File: config.mk
export PLATFORM = sky130hd
export DESIGN_NAME = addr_delay_line
export DESIGN_NICKNAME = d
export VERILOG_FILES = /design/src/rtl/addr_delay_pkg.sv /design/src/rtl/addr_delay_stage.sv /design/src/rtl/addr_delay_line.sv
export SDC_FILE = /design/constraint.sdc
export NUM_CORES = 1
export LEC_CHECK = 0
export BUFFER_PORTS_ARGS = -buffer_cell sky130_fd_sc_hd__buf_2
export CORE_MARGIN = 2
export CORE_UTILIZATION = 40
export CTS_BUF_LIST = sky130_fd_sc_hd__clkbuf_8
export DETAILED_ROUTE_END_ITERATION = 8
export GPL_ROUTABILITY_DRIVEN = 0
export MAX_ROUTING_LAYER = met4
export SLEW_MARGIN = 20
export SYNTH_ARGS = -nofsm -noshare
export SYNTH_HDL_FRONTEND = slang
export SYNTH_SLANG_ARGS = --single-unit
File: constraint.sdc
create_clock -name pll_clock -period 2.7 [get_ports pll_clock]
set_clock_uncertainty 0.2 [all_clocks]
set_input_delay 0.81 -clock pll_clock [delete_from_list [all_inputs] [get_ports pll_clock]]
set_output_delay 0.81 -clock pll_clock [all_outputs]
set_load 0.05 [all_outputs]
File: src/rtl/addr_delay_pkg.sv
`default_nettype none
// ============================================================================
// Module      : addr_delay_pkg
// Description : Shared defaults and tap-select clamp for addr_delay_line.
// Revision    : 1.0 - initial release
// ============================================================================
package addr_delay_pkg;

    localparam int c_DEFAULT_ADDR_WIDTH = 11;
    localparam int c_DEFAULT_NUM_CH     = 2;
    localparam int c_DEFAULT_DEPTH      = 4;

    // Map a raw delay request onto the legal tap range 1..depth.
    function automatic int clamp_sel(input int sel, input int depth);
        if (sel == 0)
            return 1;
        else if (sel > depth)
            return depth;
        else
            return sel;
    endfunction

endpackage
`default_nettype wire

File: src/rtl/addr_delay_stage.sv
`default_nettype none
// ============================================================================
// Module      : addr_delay_stage
// Description : One delay-line register stage; priority reset > flush > hold > shift.
// Revision    : 1.0 - initial release
// ============================================================================
module addr_delay_stage #(
    parameter int WIDTH = 1
) (
    input  logic             pll_clock,
    input  logic             reset_n,
    input  logic             hold,
    input  logic             flush,
    input  logic [WIDTH-1:0] d,
    output logic [WIDTH-1:0] q
);

    (* preserve *) logic [WIDTH-1:0] r_q;

    always_ff @(posedge pll_clock) begin
        if (!reset_n)
            r_q <= '0;
        else if (flush)
            r_q <= '0;
        else if (!hold)
            r_q <= d;
    end

    assign q = r_q;

endmodule
`default_nettype wire

File: src/rtl/addr_delay_line.sv
`default_nettype none
// ============================================================================
// Module      : addr_delay_line
// Description : Multi-channel address/enable delay line with runtime tap,
//               hold and flush. Optional ADDR_DELAY_OCCUPANCY_EN adds the
//               registered 'inflight' occupancy count output.
// Revision    : 1.0 - initial release
// ============================================================================
module addr_delay_line
    import addr_delay_pkg::*;
#(
    parameter  int ADDR_WIDTH = c_DEFAULT_ADDR_WIDTH,
    parameter  int NUM_CH     = c_DEFAULT_NUM_CH,
    parameter  int DEPTH      = c_DEFAULT_DEPTH,
    localparam int SEL_W      = $clog2(DEPTH + 1)
) (
    input  logic                         pll_clock,
    input  logic                         reset_n,
    input  logic [NUM_CH*ADDR_WIDTH-1:0] addr_in,
    input  logic [NUM_CH-1:0]            e_in,
    input  logic                         hold,
    input  logic                         flush,
    input  logic [SEL_W-1:0]             delay_sel,
    output logic [NUM_CH*ADDR_WIDTH-1:0] addr_out,
    output logic [NUM_CH-1:0]            e_out
`ifdef ADDR_DELAY_OCCUPANCY_EN
    ,
    output logic [SEL_W-1:0]             inflight
`endif
);

    localparam int c_STAGE_W = NUM_CH * (ADDR_WIDTH + 1);

    // Each stage word is {addresses, enables}; enables sit in the low bits.
    logic [c_STAGE_W-1:0]            w_in;
    logic [DEPTH-1:0][c_STAGE_W-1:0] w_stage_q;
    logic [c_STAGE_W-1:0]            w_tap;
    int                              w_eff_sel;

    assign w_in      = {addr_in, e_in};
    assign w_eff_sel = clamp_sel(int'(delay_sel), DEPTH);

    for (genvar k = 0; k < DEPTH; k++) begin : g_stage
        if (k == 0) begin : g_first
            addr_delay_stage #(.WIDTH(c_STAGE_W)) u_stage (
                .pll_clock (pll_clock),
                .reset_n   (reset_n),
                .hold      (hold),
                .flush     (flush),
                .d         (w_in),
                .q         (w_stage_q[k])
            );
        end else begin : g_rest
            addr_delay_stage #(.WIDTH(c_STAGE_W)) u_stage (
                .pll_clock (pll_clock),
                .reset_n   (reset_n),
                .hold      (hold),
                .flush     (flush),
                .d         (w_stage_q[k-1]),
                .q         (w_stage_q[k])
            );
        end
    end

    // Tap mux over flop outputs only, so no input reaches the outputs combinationally.
    always_comb begin
        w_tap = '0;
        for (int k = 0; k < DEPTH; k++) begin
            if (k + 1 == w_eff_sel)
                w_tap = w_stage_q[k];
        end
    end

    assign addr_out = w_tap[c_STAGE_W-1:NUM_CH];
    assign e_out    = w_tap[NUM_CH-1:0];

`ifdef ADDR_DELAY_OCCUPANCY_EN
    logic [SEL_W-1:0] r_inflight;
    int               w_occ_next;

    // Count over the post-shift contents: stage 1 takes e_in, stage k+1 takes stage k.
    always_comb begin
        w_occ_next = 0;
        if (|e_in)
            w_occ_next = 1;
        for (int k = 1; k < DEPTH; k++) begin
            if ((k + 1 <= w_eff_sel) && (|w_stage_q[k-1][NUM_CH-1:0]))
                w_occ_next = w_occ_next + 1;
        end
    end

    always_ff @(posedge pll_clock) begin
        if (!reset_n)
            r_inflight <= '0;
        else if (flush)
            r_inflight <= '0;
        else if (!hold)
            r_inflight <= SEL_W'(w_occ_next);
    end

    assign inflight = r_inflight;
`endif

endmodule
`default_nettype wire

# Word level (Yosys, flattened, before mapping)
# Cells that the tools add are included.
# op_classes
n_eq_ne,4
bitwise_logic,1
mux,6
magnitude_cmp,1
reduce_logical,2
# ops
cell,n
24-bit 2-to-1 mux,4
"3-bit by 32-bit == test with 1-bit output, first input constant",2
"2-bit by 32-bit == test with 1-bit output, first input constant",1
"4-bit by 32-bit == test with 1-bit output, first input constant",1
3-bit 2-to-1 mux,2
"3-bit > comparator, second input constant",1
3-bit logical NOT,1
2-bit OR reduction,1
1-bit inverter,1
# word_totals
wordCells,18
ff_bits,96
output_inout_bits,24
inputBits,31

# Depth between registers and ports, before layout
# logic_depth
depth_word,8
depth_mapped,5
depth_no_buf,2

# Hierarchy
# Synthesis repeated with hierarchy kept, for this count alone.
# unflattened
cells_unflattened,426
area_unflattened_um2,4444.3
# modules_own_cells
module,area_each_um2,n_inst,cells_each,seq_area_each_um2
addr_delay_stage,895.9,4,79,480.5
addr_delay_line,860.8,1,110,0.0

# Least setup slack after synthesis
# No wires, ideal clock.
# synth_timing
path_type,in2out
start,input port delay_sel[0]
end,output port addr_out[0]
stages,4
required_time_ns,1.690
slack_ns,-0.356
path_buffers,2
arrival_ns,2.046
path_cell_list,buf_4 > buf_4 > mux2i_1 > o211ai_1
# synth_between
elab_chain_len,8
elab_cells_between_ends,12
classes_between,1 x order compare; 4 x eq/ne; 6 x mux; 1 x reduce/logical
# synth_rtl
element,line,text
from (decl),addr_delay_line.sv:23,"input logic [SEL_W-1:0] delay_sel,"
3-bit > comparator,addr_delay_pkg.sv:17,else if (sel > depth)
3-bit 2-to-1 mux,addr_delay_pkg.sv:17,
3-bit 2-to-1 mux (*),addr_delay_pkg.sv:15,if (sel == 0)
2-bit by 32-bit == test with 1-bit output,addr_delay_line.sv:69,if (k + 1 == w_eff_sel)
24-bit 2-to-1 mux (3 in a row),addr_delay_line.sv:69,
24-bit 2-to-1 mux (*),addr_delay_line.sv:69,
to (decl),addr_delay_line.sv:24,"output logic [NUM_CH*ADDR_WIDTH-1:0] addr_out,"
# Mark *: on every way between the ends. The rest lies on a longest branch, timed or not.

# Worst setup path after layout
# layout_timing
start,input port delay_sel[2]
end,output port addr_out[21]
# The elaborated chain is that of the path after synthesis.

==> impl_results.md <==
- Status: finished, violations left
- Failing checks: negative setup slack
- CP required: 1.69 ns
- Die height: 107.2 µm
- Critical Path AT: 1.82 ns
- Initial antenna violation count: 0
- Pwr Total: 2.723 mW
- PwrDens: 528.9 nW/µm²
- Die Width: 107.2 µm
- Unique masters post-synth: 13
- Pleak: 2.181 nW
- Tmin final: 2.826 ns
- Part of the power in registers: 52.9%
- Synth top area cells: dfxtp_1, mux2i_1, nor2_1, or3b_1, o211ai_1
- Sequential area share after synthesis: 45.11%
- Slew Limit Fails: 0
- Worst vdd rail ir drop: 0.1960 mV
- Drt drc: 0
- Critical path capture point type: output pin
- Core area: 10320 µm²
- R2r setup slk: 1.85 ns
- Xor and xnor fraction of the mapped netlist area: 0%
- Sink Count: 96
- H-tree depth: 3
- Smallest hold slack: 0.3029 ns
- R2R Path Start: g_stage[1].g_rest.u_stage.q[12]
- Synthesized area per cell: 10.12 µm²
- Routed wire length: 9586 µm
- Area Overhead vs Synth: 20.85%
- Initial DRT Pass Iterations: 4
- Layout Cells excl Fill: 615
- Worst Path Class, Setup: in2out
- Die area: 11490 µm²
- Critical path origin: delay_sel[2]
- Via count of the first global-routing pass: 2956
- Worst R2R Path Depth: 2
- CTS Root Cell: clkbuf_8
- Psw: 0.6469 mW
- Clk_lat worst skew: 0.36 ns
- CTS tree: done
- Rows: 37
- Combinational share of power: 11.0%
- First-pass GRT wire length: 15590 µm
- Fin crit share: 104.7%
- Largest family of logic cells by synthesized area: multiplexers
- CTS max path bufs: 2
- Clock Power Share: 36.1%
- Post-synthesis adder-cell area fraction: 0%
- Internal Power: 2.076 mW
- Layout cells sized above 1: 20.25%
- Hold_sp: g_stage[3].g_rest.u_stage.q[5]
- Syn Inst Count: 421
- Unrepaired setup endpoints after global routing: yes
- Switching Fraction: 23.76%
- Via density: 5.018
- Compound-Gate Fraction of Synth Area: 4.229%
- Mux contribution to synthesized area: 28.19%
- Placed Instances: 589
- Synth Area in Simple Gates: 15.80%
- Measured slew at the worst slew-check pin: 0.4283 ns
- Remaining global-route overflow: 0
- Hold depth: 2
- IO Count: 55
- Yosys warnings: 0
- Synth Cell Area: 4260 µm²
- Fin nets: 508
- WL/cell: 15.59 µm
- Final HPWL DP: 5325 µm
- ANT cells: 0
- Largest area contributor in the netlist: dfxtp_1
- GRT Util Overall: 18.25%
- Post-layout worst setup margin: -0.1259 ns
- Setup TNS: -1.935 ns
- Crit path launch type: primary input
- IO buf count: 54
- Final Hold Viols: 0
- Post-synth top area share: 45.11%
- Max-cap check violation count: 0
- Hold Path Class: reg2reg
- TritonCTS Buffers: 9
- Largest net degree at the start of global routing: 53
- Critical Path Fanout Max: 7
- Critical R2R Capture: g_stage[1].g_rest.u_stage.q[12]
- Starting Density: 41.27%
- Final antenna-violating net count: 0
- Worst-path clk slew: 0.09 ns
- Post-Syn Nets: 452
- WHS Endpoint: g_stage[3].g_rest.u_stage.q[5]
- 1st-iter DRT viols: 117
- Vias: 3086
- Flops & latches, synth: 96
- Slew headroom: 71.45%
- Fmax: 353.9 MHz
- Setup violations, final: 24
- # fillers: 984
[final cells by class]
cell class / instances / area (µm²) / area share, %
multi-input combinational: 293 / 2118 / 41.14
sequential: 96 / 1922 / 37.33
timing repair buffer: 77 / 742.0 / 14.41
tap: 136 / 170.2 / 3.305
clock buffer: 9 / 123.9 / 2.406
clock inverter: 4 / 72.57 / 1.409
[state kept, by name, summed over array words and instances, names as in the netlist]
| name | count |
|---|---|
| g_stage.g_rest.u_stage.q | 72 |
| g_stage.g_first.u_stage.q | 24 |
[synthesized netlist by cell type, drive strengths merged]
cell type and count:
buf 24, clkbuf 11, nand2 24, dfxtp 96, nand2b 2, or3b 24
o211ai 24, nor2 96, mux2i 120
[per-layer routing]
layer	GRT usage, %	vias to the layer above	wire (µm)
met5	-	-	0
met4	7.699	0	166
met3	2.432	17	219
met2	28.53	50	4462
met1	23.78	1465	4739
li1	-	1554	-
[kinds of logic (layout without fill, tap and decap cells)]
group           after synthesis  count (layout)
simple gates                146             149
buf+inv                      35              90
compound gates               24              24
flops                        96              96
mux                         120             120
[metrics by stage]
stage | util (%) | setup WS [ns] | instance area, µm²
floorplan | - | -0.2915 | 4314
global placement | 44.62 | -0.2924 | 4607
detailed placement | 44.62 | -0.2856 | 4607
CTS | 49.85 | -0.09955 | 5146
global route | 49.87 | -0.1385 | 5149
finish | 49.87 | -0.1259 | 5149
[how the worst max path moves through the flow]
stage | to | depth (start not counted)
after floorplan | addr_out[0] | 4
after global placement | addr_out[19] | 5
after detailed placement | addr_out[19] | 5
after CTS | addr_out[19] | 5
after global routing | e_out[0] | 5
final | addr_out[21] | 5
[cells in the final DEF, fill, tap and decap left out]
| master | Yosys | layout |
|---|---|---|
| buf_12 | 4 | 9 |
| buf_16 | 0 | 5 |
| buf_2 | 4 | 27 |
| buf_4 | 11 | 33 |
| buf_6 | 4 | 1 |
| buf_8 | 1 | 2 |
| bufinv_16 | 0 | 2 |
| clkbuf_8 | 0 | 9 |
| clkinv_2 | 0 | 1 |
| clkinvlp_4 | 0 | 1 |
| dfxtp_1 | 96 | 96 |
| mux2i_1 | 120 | 118 |
| mux2i_2 | 0 | 2 |
| nand2_1 | 24 | 24 |
| nand2b_4 | 0 | 5 |
| nor2_1 | 96 | 96 |
| o211ai_1 | 24 | 24 |
| or3b_1 | 24 | 24 |
[critical path, cell delays in order]
cell,delay [ns]
buf_12,0.13
buf_8,0.14
or3b_1,0.36
o211ai_1,0.13
buf_4,0.24
[what timing repair did]
| action | in CTS | in global routing |
|---|---|---|
| endpoints found under the setup margin | 24 | 24 |
| endpoints found under the hold margin | 0 | 0 |
| setup buffers | 1 | 3 |
| resized for setup | 47 | 2 |
| pin swaps | 38 | 21 |
| hold buffers | 0 | 0 |
| cloned | 10 | 0 |
[power groups by stage]
stage	Clock [mW]	Combinational, mW	Sequential, mW
after floorplan	0	0.195	1.47
after global routing	1.06	0.319	1.44
final	0.983	0.299	1.44
after CTS	1.01	0.303	1.44
after detailed placement	0	0.239	1.47
after global placement	0	0.237	1.47
Power figures use the tool's default switching activity.
